===== src/rtl/ps2_pkg.sv =====
// Shared constants, receiver state type and key-mapping helpers for the PS/2 arrow-key receiver.
// Optional WASD mapping is enabled with `define PS2_WASD_EN.
package ps2_pkg;

    localparam logic [7:0] SC_EXT   = 8'hE0;
    localparam logic [7:0] SC_BRK   = 8'hF0;
    localparam logic [7:0] SC_UP    = 8'h75;
    localparam logic [7:0] SC_DOWN  = 8'h72;
    localparam logic [7:0] SC_LEFT  = 8'h6B;
    localparam logic [7:0] SC_RIGHT = 8'h74;
    localparam logic [7:0] SC_W     = 8'h1D;
    localparam logic [7:0] SC_A     = 8'h1C;
    localparam logic [7:0] SC_S     = 8'h1B;
    localparam logic [7:0] SC_D     = 8'h23;

    localparam logic [1:0] ACT_UP    = 2'd0;
    localparam logic [1:0] ACT_LEFT  = 2'd1;
    localparam logic [1:0] ACT_RIGHT = 2'd2;
    localparam logic [1:0] ACT_DOWN  = 2'd3;

    typedef enum logic [1:0] {
        RX_IDLE   = 2'd0,
        RX_DATA   = 2'd1,
        RX_PARITY = 2'd2,
        RX_STOP   = 2'd3
    } rx_state_e;

    typedef struct packed {
        logic       hit;
        logic [1:0] idx;
    } key_hit_t;

    function automatic key_hit_t map_arrow(input logic [7:0] code);
        key_hit_t r;
        r.hit = 1'b1;
        r.idx = ACT_UP;
        case (code)
            SC_UP:    r.idx = ACT_UP;
            SC_LEFT:  r.idx = ACT_LEFT;
            SC_RIGHT: r.idx = ACT_RIGHT;
            SC_DOWN:  r.idx = ACT_DOWN;
            default:  r.hit = 1'b0;
        endcase
        return r;
    endfunction

    function automatic key_hit_t map_wasd(input logic [7:0] code);
        key_hit_t r;
        r.hit = 1'b1;
        r.idx = ACT_UP;
        case (code)
            SC_W:    r.idx = ACT_UP;
            SC_A:    r.idx = ACT_LEFT;
            SC_D:    r.idx = ACT_RIGHT;
            SC_S:    r.idx = ACT_DOWN;
            default: r.hit = 1'b0;
        endcase
        return r;
    endfunction

endpackage


===== src/rtl/ps2_arrow_rx_frame_rx.sv =====
// PS/2 frame receiver: input synchronisers, falling-edge detect, start/data/parity/stop FSM
// and a mid-frame watchdog. Emits each good byte with a one-cycle valid, or a one-cycle error.
module ps2_frame_rx
    import ps2_pkg::*;
#(
    parameter int unsigned TIMEOUT_CYCLES = 5000
) (
    input  logic       pixel_clk_i,
    input  logic       rst_i,
    input  logic       ps2_clk_i,
    input  logic       ps2_data_i,
    output logic [7:0] byte_o,
    output logic       byte_valid_o,
    output logic       frame_error_o
);

    localparam int unsigned CW = $clog2(TIMEOUT_CYCLES + 1);

    logic [1:0]    clk_sync_q, data_sync_q;
    logic          clk_prev_q;
    rx_state_e     state_q, state_d;
    logic [7:0]    shift_q, shift_d;
    logic [2:0]    bit_cnt_q, bit_cnt_d;
    logic          parity_q, parity_d;
    logic [CW-1:0] wd_cnt_q, wd_cnt_d;
    logic [7:0]    byte_q, byte_d;
    logic          valid_q, valid_d;
    logic          err_q, err_d;

    logic fall, rx_bit, timeout;

    assign fall    = ~clk_sync_q[1] & clk_prev_q;
    assign rx_bit  = data_sync_q[1];
    assign timeout = (state_q != RX_IDLE) && !fall && (wd_cnt_q == CW'(TIMEOUT_CYCLES - 1));

    always_comb begin
        // NOTE: every next-state signal gets its default first so no path leaves it unassigned (no latch).
        state_d   = state_q;
        shift_d   = shift_q;
        bit_cnt_d = bit_cnt_q;
        parity_d  = parity_q;
        byte_d    = byte_q;
        valid_d   = 1'b0;
        err_d     = 1'b0;

        if (fall) begin
            case (state_q)
                RX_IDLE: begin
                    if (!rx_bit) begin
                        state_d   = RX_DATA;
                        bit_cnt_d = 3'd0;
                    end
                end
                RX_DATA: begin
                    shift_d   = {rx_bit, shift_q[7:1]};
                    bit_cnt_d = bit_cnt_q + 3'd1;
                    if (bit_cnt_q == 3'd7) state_d = RX_PARITY;
                end
                RX_PARITY: begin
                    parity_d = rx_bit;
                    state_d  = RX_STOP;
                end
                RX_STOP: begin
                    state_d = RX_IDLE;
                    if (rx_bit && (^{shift_q, parity_q})) begin
                        byte_d  = shift_q;
                        valid_d = 1'b1;
                    end else begin
                        err_d = 1'b1;
                    end
                end
                default: state_d = RX_IDLE;
            endcase
        end else if (timeout) begin
            state_d = RX_IDLE;
            err_d   = 1'b1;
        end

        // Counter value = cycles elapsed since the last detected edge; zero whenever idle.
        if (state_d == RX_IDLE) wd_cnt_d = '0;
        else if (fall)          wd_cnt_d = CW'(1);
        else                    wd_cnt_d = wd_cnt_q + CW'(1);
    end

    always_ff @(posedge pixel_clk_i) begin
        // NOTE: sequential state uses non-blocking assignments so all flops update from pre-edge values.
        if (rst_i) begin
            clk_sync_q  <= 2'b11;
            data_sync_q <= 2'b11;
            clk_prev_q  <= 1'b1;
            state_q     <= RX_IDLE;
            shift_q     <= '0;
            bit_cnt_q   <= '0;
            parity_q    <= 1'b0;
            wd_cnt_q    <= '0;
            byte_q      <= '0;
            valid_q     <= 1'b0;
            err_q       <= 1'b0;
        end else begin
            clk_sync_q  <= {clk_sync_q[0], ps2_clk_i};
            data_sync_q <= {data_sync_q[0], ps2_data_i};
            clk_prev_q  <= clk_sync_q[1];
            state_q     <= state_d;
            shift_q     <= shift_d;
            bit_cnt_q   <= bit_cnt_d;
            parity_q    <= parity_d;
            wd_cnt_q    <= wd_cnt_d;
            byte_q      <= byte_d;
            valid_q     <= valid_d;
            err_q       <= err_d;
        end
    end

    assign byte_o        = byte_q;
    assign byte_valid_o  = valid_q;
    assign frame_error_o = err_q;

endmodule


===== src/rtl/ps2_arrow_rx.sv =====
// PS/2 arrow-key receiver top: decodes E0/F0-prefixed arrow make/break codes into held-key bits.
// `define PS2_WASD_EN adds W/A/S/D as independent held keys ORed onto the same directions.
module ps2_arrow_rx
    import ps2_pkg::*;
#(
    parameter int unsigned TIMEOUT_CYCLES = 5000
) (
    input  logic       pixel_clk,
    input  logic       rst,
    input  logic       ps2_clk,
    input  logic       ps2_data,
    output logic [3:0] action,
    output logic [7:0] scancode,
    output logic       scancode_valid,
    output logic       frame_error
);

    logic [7:0] rx_byte;
    logic       rx_valid, rx_err;

    ps2_frame_rx #(
        .TIMEOUT_CYCLES(TIMEOUT_CYCLES)
    ) u_frame_rx (
        .pixel_clk_i  (pixel_clk),
        .rst_i        (rst),
        .ps2_clk_i    (ps2_clk),
        .ps2_data_i   (ps2_data),
        .byte_o       (rx_byte),
        .byte_valid_o (rx_valid),
        .frame_error_o(rx_err)
    );

    logic       ext_q, ext_d;
    logic       brk_q, brk_d;
    logic [3:0] arrow_q, arrow_d;
    key_hit_t   arrow_hit;

    assign arrow_hit = map_arrow(rx_byte);

`ifdef PS2_WASD_EN
    logic [3:0] wasd_q, wasd_d;
    key_hit_t   wasd_hit;

    assign wasd_hit = map_wasd(rx_byte);
`endif

    always_comb begin
        ext_d   = ext_q;
        brk_d   = brk_q;
        arrow_d = arrow_q;
`ifdef PS2_WASD_EN
        wasd_d  = wasd_q;
`endif
        if (rx_err) begin
            ext_d = 1'b0;
            brk_d = 1'b0;
        end else if (rx_valid) begin
            case (rx_byte)
                // E0 also drops a pending F0, so F0 E0 <code> decodes as a make.
                SC_EXT: begin
                    ext_d = 1'b1;
                    brk_d = 1'b0;
                end
                SC_BRK: brk_d = 1'b1;
                default: begin
                    if (ext_q && arrow_hit.hit) arrow_d[arrow_hit.idx] = ~brk_q;
`ifdef PS2_WASD_EN
                    if (!ext_q && wasd_hit.hit) wasd_d[wasd_hit.idx] = ~brk_q;
`endif
                    ext_d = 1'b0;
                    brk_d = 1'b0;
                end
            endcase
        end
    end

    always_ff @(posedge pixel_clk) begin
        if (rst) begin
            ext_q   <= 1'b0;
            brk_q   <= 1'b0;
            arrow_q <= '0;
`ifdef PS2_WASD_EN
            wasd_q  <= '0;
`endif
        end else begin
            ext_q   <= ext_d;
            brk_q   <= brk_d;
            arrow_q <= arrow_d;
`ifdef PS2_WASD_EN
            wasd_q  <= wasd_d;
`endif
        end
    end

`ifdef PS2_WASD_EN
    assign action = arrow_q | wasd_q;
`else
    assign action = arrow_q;
`endif

    assign scancode       = rx_byte;
    assign scancode_valid = rx_valid;
    assign frame_error    = rx_err;

endmodule


===== config.mk =====
export PLATFORM = sky130hd
export DESIGN_NAME = ps2_arrow_rx
export DESIGN_NICKNAME = d
export VERILOG_FILES = /design/src/rtl/ps2_pkg.sv /design/src/rtl/ps2_arrow_rx_frame_rx.sv /design/src/rtl/ps2_arrow_rx.sv
export SDC_FILE = /design/constraint.sdc
export NUM_CORES = 1
export LEC_CHECK = 0
export BUFFER_PORTS_ARGS = -buffer_cell sky130_fd_sc_hd__clkbuf_2
export CAP_MARGIN = 20
export CORE_MARGIN = 4
export CORE_UTILIZATION = 40
export CTS_BUF_LIST = sky130_fd_sc_hd__clkbuf_4
export DETAILED_ROUTE_END_ITERATION = 10
export PLACE_DENSITY = 0.58
export SKIP_CTS_REPAIR_TIMING = 1
export SYNTH_ARGS = -nofsm -noshare
export SYNTH_HDL_FRONTEND = slang
export SYNTH_SLANG_ARGS = --single-unit

===== constraint.sdc =====
create_clock -name pixel_clk -period 2.4 [get_ports pixel_clk]
set_input_delay 0 -clock pixel_clk [delete_from_list [all_inputs] [get_ports pixel_clk]]
set_output_delay 0 -clock pixel_clk [all_outputs]
set_load 0.1 [all_outputs]

Yosys cells after proc, flatten, opt, wreduce, memory -nomap -nowiden
Index checks and enable logic that the tools add are counted.
W data, S select, Z words.

storage, ports and cells
  input port bits = 4
  output and inout port bits = 14
  register bits after elaboration = 48

operators by class
  add/subtract/negate cells = 2
  equal/unequal tests = 12
  reduce and logical (&&, ||, !) cells = 23
  $lt $le $gt $ge = 2
  muxes and demuxes = 20
  bitwise operators = 8

operators by type and width
  kind                     number
  $eq A8 B7 Y1 const B     4
  $eq A8 B8 Y1 const B     2
  $add A13 B1 Y13 const B  1
  $eq A13 B13 Y1 const B   1
  $mux W1                  9
  $reduce_xor A9 Y1        1
  $mux W2                  4
  $pmux W2 S4              1
  $not A1 Y1               7
  $pmux W2 S3              1
  $pmux W3 S2              1
  $reduce_and A2 Y1        3
  $reduce_and A3 Y1        2
  $reduce_or A2 Y1         3
  $reduce_or A3 Y1         2
  $logic_and A1 B1 Y1      5
  $bwmux W4                1
  $eq A2 B2 Y1 const B     2
  $logic_not A2 Y1         2
  $reduce_and A4 Y1        1
  $reduce_bool A2 Y1       2
  $reduce_or A4 Y1         1
  $add A3 B1 Y3 const B    1
  $eq A3 B3 Y1 const B     1
  other kinds (9)          9

Logic depth before layout (Yosys ltp)
  depth after elaboration = 9
  gate-level depth with buffers = 7
  depth with buffers taken out = 5

Hierarchy
A second synthesis with hierarchy kept.

second synthesis, totals
  cells, all modules = 231
  area total of the unflattened synthesis = 2135.8 µm²

modules (own cells, without submodules)
  module        seq. area each (µm²)  cells an instance  area each (µm²)  times used
  ps2_frame_rx  840.8                 194                1790.5           1
  ps2_arrow_rx  120.1                 37                 345.3            1

Worst setup path after synthesis
OpenSTA, ideal clock, no wires.

  path kind = reg2reg
  from = register u_frame_rx.byte_q[2] (netlist: u_frame_rx.byte_o[2])
  to = register arrow_q[2] (netlist: action[2])
  setup time = 0.128 ns
  path slack = 0.169 ns
  arrival time = 2.103 ns
  clock period less this slack = 2.231 ns
  required time = 2.272 ns
  stages on the path, launching flop included = 5
  cell sequence = dfxtp_1 or3b_2 nor4_1 mux2i_1 nor2_1

on the way
  longest elaborated chain between the ends = 7
  elaborated cells on any way between the ends = 19
  those cells by class = order compare (2); eq/ne (6); mux (5); bitwise (1); reduce/logical (5)

RTL lines
  what                                                                       line                          source
  from (decl)                                                                ps2_arrow_rx_frame_rx.sv:26   logic [7:0] byte_q, byte_d;
  from (signal assigned)                                                     ps2_arrow_rx_frame_rx.sv:108  byte_q <= byte_d;
  $eq A8 B7 Y1                                                               ps2_pkg.sv:37                 case (code)
  $pmux W2 S3                                                                ps2_pkg.sv:37
  $lt A2 B3 Y1 (implied by the code) / $ge A2 B1 Y1 (equally long branches)  ps2_arrow_rx.sv:66            if (ext_q && arrow_hit.hit) arrow_d[arrow_hit.idx] = ~brk_q;
  $logic_and A1 B1 Y1 (implied by the code)                                  ps2_arrow_rx.sv:66
  $mux W1 (implied by the code)                                              ps2_arrow_rx.sv:66
  $demux W1 S2                                                               ps2_arrow_rx.sv:66
  $bwmux W4                                                                  ps2_arrow_rx.sv:66
  to (signal assigned)                                                       ps2_arrow_rx.sv:88            arrow_q <= arrow_d;
  to (decl)                                                                  ps2_arrow_rx.sv:35            logic [3:0] arrow_q, arrow_d;

Several ways; a longest one is shown, not always the timed one.
A chain may end at the register's enable or synchronous reset.

Worst setup path in the final report
  from = register u_frame_rx.wd_cnt_q[3]
  to = register u_frame_rx.wd_cnt_q[6]

on the way
  longest elaborated chain between the ends = 6
  elaborated cells on any way between the ends = 7
  those cells by class = add/sub (1); eq/ne (1); mux (2); reduce/logical (3)

RTL lines
  what                               line                          source
  from (decl)                        ps2_arrow_rx_frame_rx.sv:25   logic [CW-1:0] wd_cnt_q, wd_cnt_d;
  from (signal assigned)             ps2_arrow_rx_frame_rx.sv:107  wd_cnt_q <= wd_cnt_d;
  $eq A13 B13 Y1                     ps2_arrow_rx_frame_rx.sv:34   assign timeout = (state_q != RX_IDLE) && !fall && (wd_cnt_q == CW'(TIMEOUT_CYCLES - 1));
  $logic_and A1 B1 Y1                ps2_arrow_rx_frame_rx.sv:34
  $mux W2                            ps2_arrow_rx_frame_rx.sv:74   end else if (timeout) begin
  $mux W2                            ps2_arrow_rx_frame_rx.sv:46   if (fall) begin
  $logic_not A2 Y1                   ps2_arrow_rx_frame_rx.sv:80   if (state_d == RX_IDLE) wd_cnt_d = '0;
  $reduce_or A3 Y1 (no source line)  --

Several ways; a longest one is shown, not always the timed one.

==> results.json <==
{
  "grt_pass1_vias": 1536,
  "whs_path_depth": 3,
  "fmax_mhz": 487,
  "multi_input_area_sq_um": 1110,
  "min_delay_worst_endpoint": "u_frame_rx.clk_sync_q[0]",
  "cellInternalPower_mw": 1.04,
  "irDropWorstVdd_uv": 297,
  "antenna_found_initial": 0,
  "root_buffer": "clkbuf_4",
  "clk_latency_ns": 0.36,
  "vias": 1613,
  "synthArstFlopShare_pct": 0,
  "final_core_util_pct": 46.9,
  "reg2reg_to": "u_frame_rx.wd_cnt_q[6]",
  "dieHeight_microns": 81.0,
  "clk_pin_slew_ns": 0.13,
  "top_usage_layer": "met2",
  "placed_cells": 321,
  "min_from": "ps2_clk",
  "setup_tns_ns": 0,
  "power.clock.fraction_pct": 36.7,
  "relSlewSlack_pct": 63.9,
  "ant_nets": 0,
  "final-seq-area_sq_um": 961,
  "numCtsBuffers": 5,
  "worst_pin_slew_ns": 0.544,
  "postSynthAreaPerCell_sq_um": 8.95,
  "pin_count": 18,
  "rsz0062_at_grt": "no",
  "reg2reg_slack_ns": 0.35,
  "synth.area.top_cells": "dfxtp_1, nand2_1, mux2i_1",
  "outcome": "completed",
  "grt_max_degree": 20,
  "worstRegToRegCells": 4,
  "yosysUniqueCellTypes": 44,
  "hp-class": "primary input to flip-flop",
  "drv_slew": 0,
  "pwr-share-seq_pct": 61.2,
  "synth_area_sq_um": 2130,
  "fin_nets": 268,
  "routed_wl_microns": 4040,
  "yosysSeqAreaShare_pct": 45.1,
  "start_util_pct": 41.4,
  "wl_per_cell_microns": 12.2,
  "drcViolationCount": 0,
  "drive_gt1_share_pct": 14.5,
  "p_leak_nw": 0.812,
  "hold_viol_final": 0,
  "cts_tree": "done",
  "cp.required_ns": 2.66,
  "setup_violations": 0,
  "core_area_sq_um": 5140,
  "die_area_sq_um": 6560,
  "ys_warn_count": 0,
  "synth_area_leader_cell": "dfxtp_1",
  "yosysMostFrequentCell": "dfxtp_1",
  "synth_nets": 245,
  "r2r_start": "u_frame_rx.wd_cnt_q[3]",
  "cts_sinks": 48,
  "grt_pass1_wl_microns": 7010,
  "cp-start-kind": "flip-flop",
  "synth_seq_cells": 48,
  "met1_usage_pct": 17.0,
  "endpoint_kind": "flip-flop",
  "die_x_microns": 81.0,
  "swShare_pct": 20.8,
  "synth_common_cells": "dfxtp_1, nand2_1, nor2_1, a21oi_1, mux2i_1",
  "grt_use_total_pct": 13.8,
  "area.growth.synth_to_final_pct": 13.1,
  "rows": 26,
  "clock_path_buffers": 2,
  "dp_hpwl_microns": 2820,
  "netlist_instances": 238,
  "first_iter_violations": 46,
  "pwr-share-comb_pct": 2.2,
  "skew_ns": 0.00970,
  "synth_edf_count": 0,
  "min_period_over_period_pct": 85.5,
  "htree_levels": 2,
  "max-cap-violations": 0,
  "grt-ovfl-total": 0,
  "vias_per_cell": 4.86,
  "drtPass1Iterations": 4,
  "final_cells": 332,
  "ys.flop_type": "dfxtp_1",
  "routabilityCongestion": 0.745,
  "nFillCells": 537,
  "crit_arrival_ns": 2.31,
  "n_antenna_cell": 0,
  "portBuffers": 17,
  "use_met2_pct": 22.2,
  "min_period_ns": 2.05,
  "synth_top_area_share_pct": 45.1,
  "grtUsageMet3_pct": 3.66,
  "path_class": "flip-flop to flip-flop",
  "switchingPower_uw": 274,
  "path_max_fanout": 11,
  "powerDensity_nw_per_um2": 546
}
[layout make-up]
cell class | instances | share of cell area (%)
Tap cell | 70 | 3.64
Sequential cell | 48 | 39.9
Multi-Input combinational cell | 175 | 46.0
Timing Repair Buffer | 24 | 6.03
Clock buffer | 6 | 1.87
Clock inverter | 2 | 1.45
Inverter | 7 | 1.09
[worst max-delay path by stage]
| stage | startpoint | to | slack [ns] |
|---|---|---|---|
| floorplan | u_frame_rx.byte_o[2] | action[2] | 0.17 |
| global placement | u_frame_rx.wd_cnt_q[3] | u_frame_rx.wd_cnt_q[7] | 0.39 |
| detailed placement | u_frame_rx.wd_cnt_q[3] | u_frame_rx.wd_cnt_q[6] | 0.34 |
| CTS | u_frame_rx.wd_cnt_q[3] | u_frame_rx.wd_cnt_q[6] | 0.32 |
| global route | u_frame_rx.wd_cnt_q[3] | u_frame_rx.wd_cnt_q[4] | 0.22 |
| finish | u_frame_rx.wd_cnt_q[3] | u_frame_rx.wd_cnt_q[6] | 0.35 |
[registers in the layout, indices dropped and copies added, names as in the netlist]
register / cells
action: 4
brk_q: 1
ext_q: 1
u_frame_rx.bit_cnt_q: 3
u_frame_rx.byte_o: 8
u_frame_rx.byte_valid_o: 1
u_frame_rx.clk_prev_q: 1
u_frame_rx.clk_sync_q: 2
u_frame_rx.data_sync_q: 2
u_frame_rx.frame_error_o: 1
u_frame_rx.parity_q: 1
u_frame_rx.shift_q: 8
u_frame_rx.state_q: 2
u_frame_rx.wd_cnt_q: 13
[per-stage QoR]
step / hold WS [ns] / setup slack [ns] / power [mW] / cell area, sq um
after detailed placement: 0.186 / 0.338 / 0.847 / 2300
after CTS: -0.215 / 0.323 / 1.33 / 2380
final: 0.346 / 0.349 / 1.32 / 2410
after global placement: 0.185 / 0.395 / 0.847 / 2300
after floorplan: 0.104 / 0.169 / 0.839 / 2130
after global routing: 0.344 / 0.219 / 1.38 / 2410
[cells by family (layout without fill, tap and decap cells)]
group	after synthesis	count (layout)	share of synthesized area, %
buf+inv	15	39	2.82
fa+ha+maj	3	3	1.76
xor+xnor	17	17	8.99
flops	48	48	45.1
mux	15	15	7.23
simple gates	112	112	25.9
compound gates	28	28	8.23
[placed cells by master, fill, tap and decap left out, types with 3 or more instances in the layout]
| cell type | Yosys | routed |
|---|---|---|
| dlygate4sd3_1 | 0 | 3 |
| xnor2_1 | 11 | 11 |
| dfxtp_1 | 48 | 48 |
| nor3_1 | 11 | 11 |
| nor2_1 | 21 | 21 |
| a21oi_1 | 15 | 15 |
| or2_2 | 5 | 5 |
| nand3b_1 | 3 | 3 |
| clkbuf_4 | 0 | 6 |
| o21ai_0 | 3 | 3 |
| buf_4 | 0 | 4 |
| nand3_1 | 9 | 9 |
| ha_1 | 3 | 3 |
| mux2i_1 | 14 | 14 |
| xor2_1 | 3 | 3 |
| clkbuf_2 | 0 | 17 |
| inv_1 | 6 | 6 |
| nand2_1 | 43 | 43 |
[worst max-delay path, cell delays in order, from the launching register on]
cell,delay (ns)
dfxtp_1,0.38
or4b_1,0.51
or4_1,0.62
nand2_1,0.34
nor2_1,0.10
[metal layers]
metal  up-vias  part of all wire (%)
li1        865                     -
met1       712                    49
met2        30                    45
met3         6                   4.0
met4         0                   2.0
met5         -                     0
[power by group through the flow]
stage,registers (mW),logic (mW),clock network (mW)
2_1_floorplan,0.821,0.0183,0
3_3_place_gp,0.822,0.0252,0
3_5_place_dp,0.822,0.0253,0
4_1_cts,0.805,0.0254,0.503
5_1_grt,0.806,0.0324,0.540
6_report,0.804,0.0283,0.483
No activity file was read; power rests on OpenSTA's default activity.
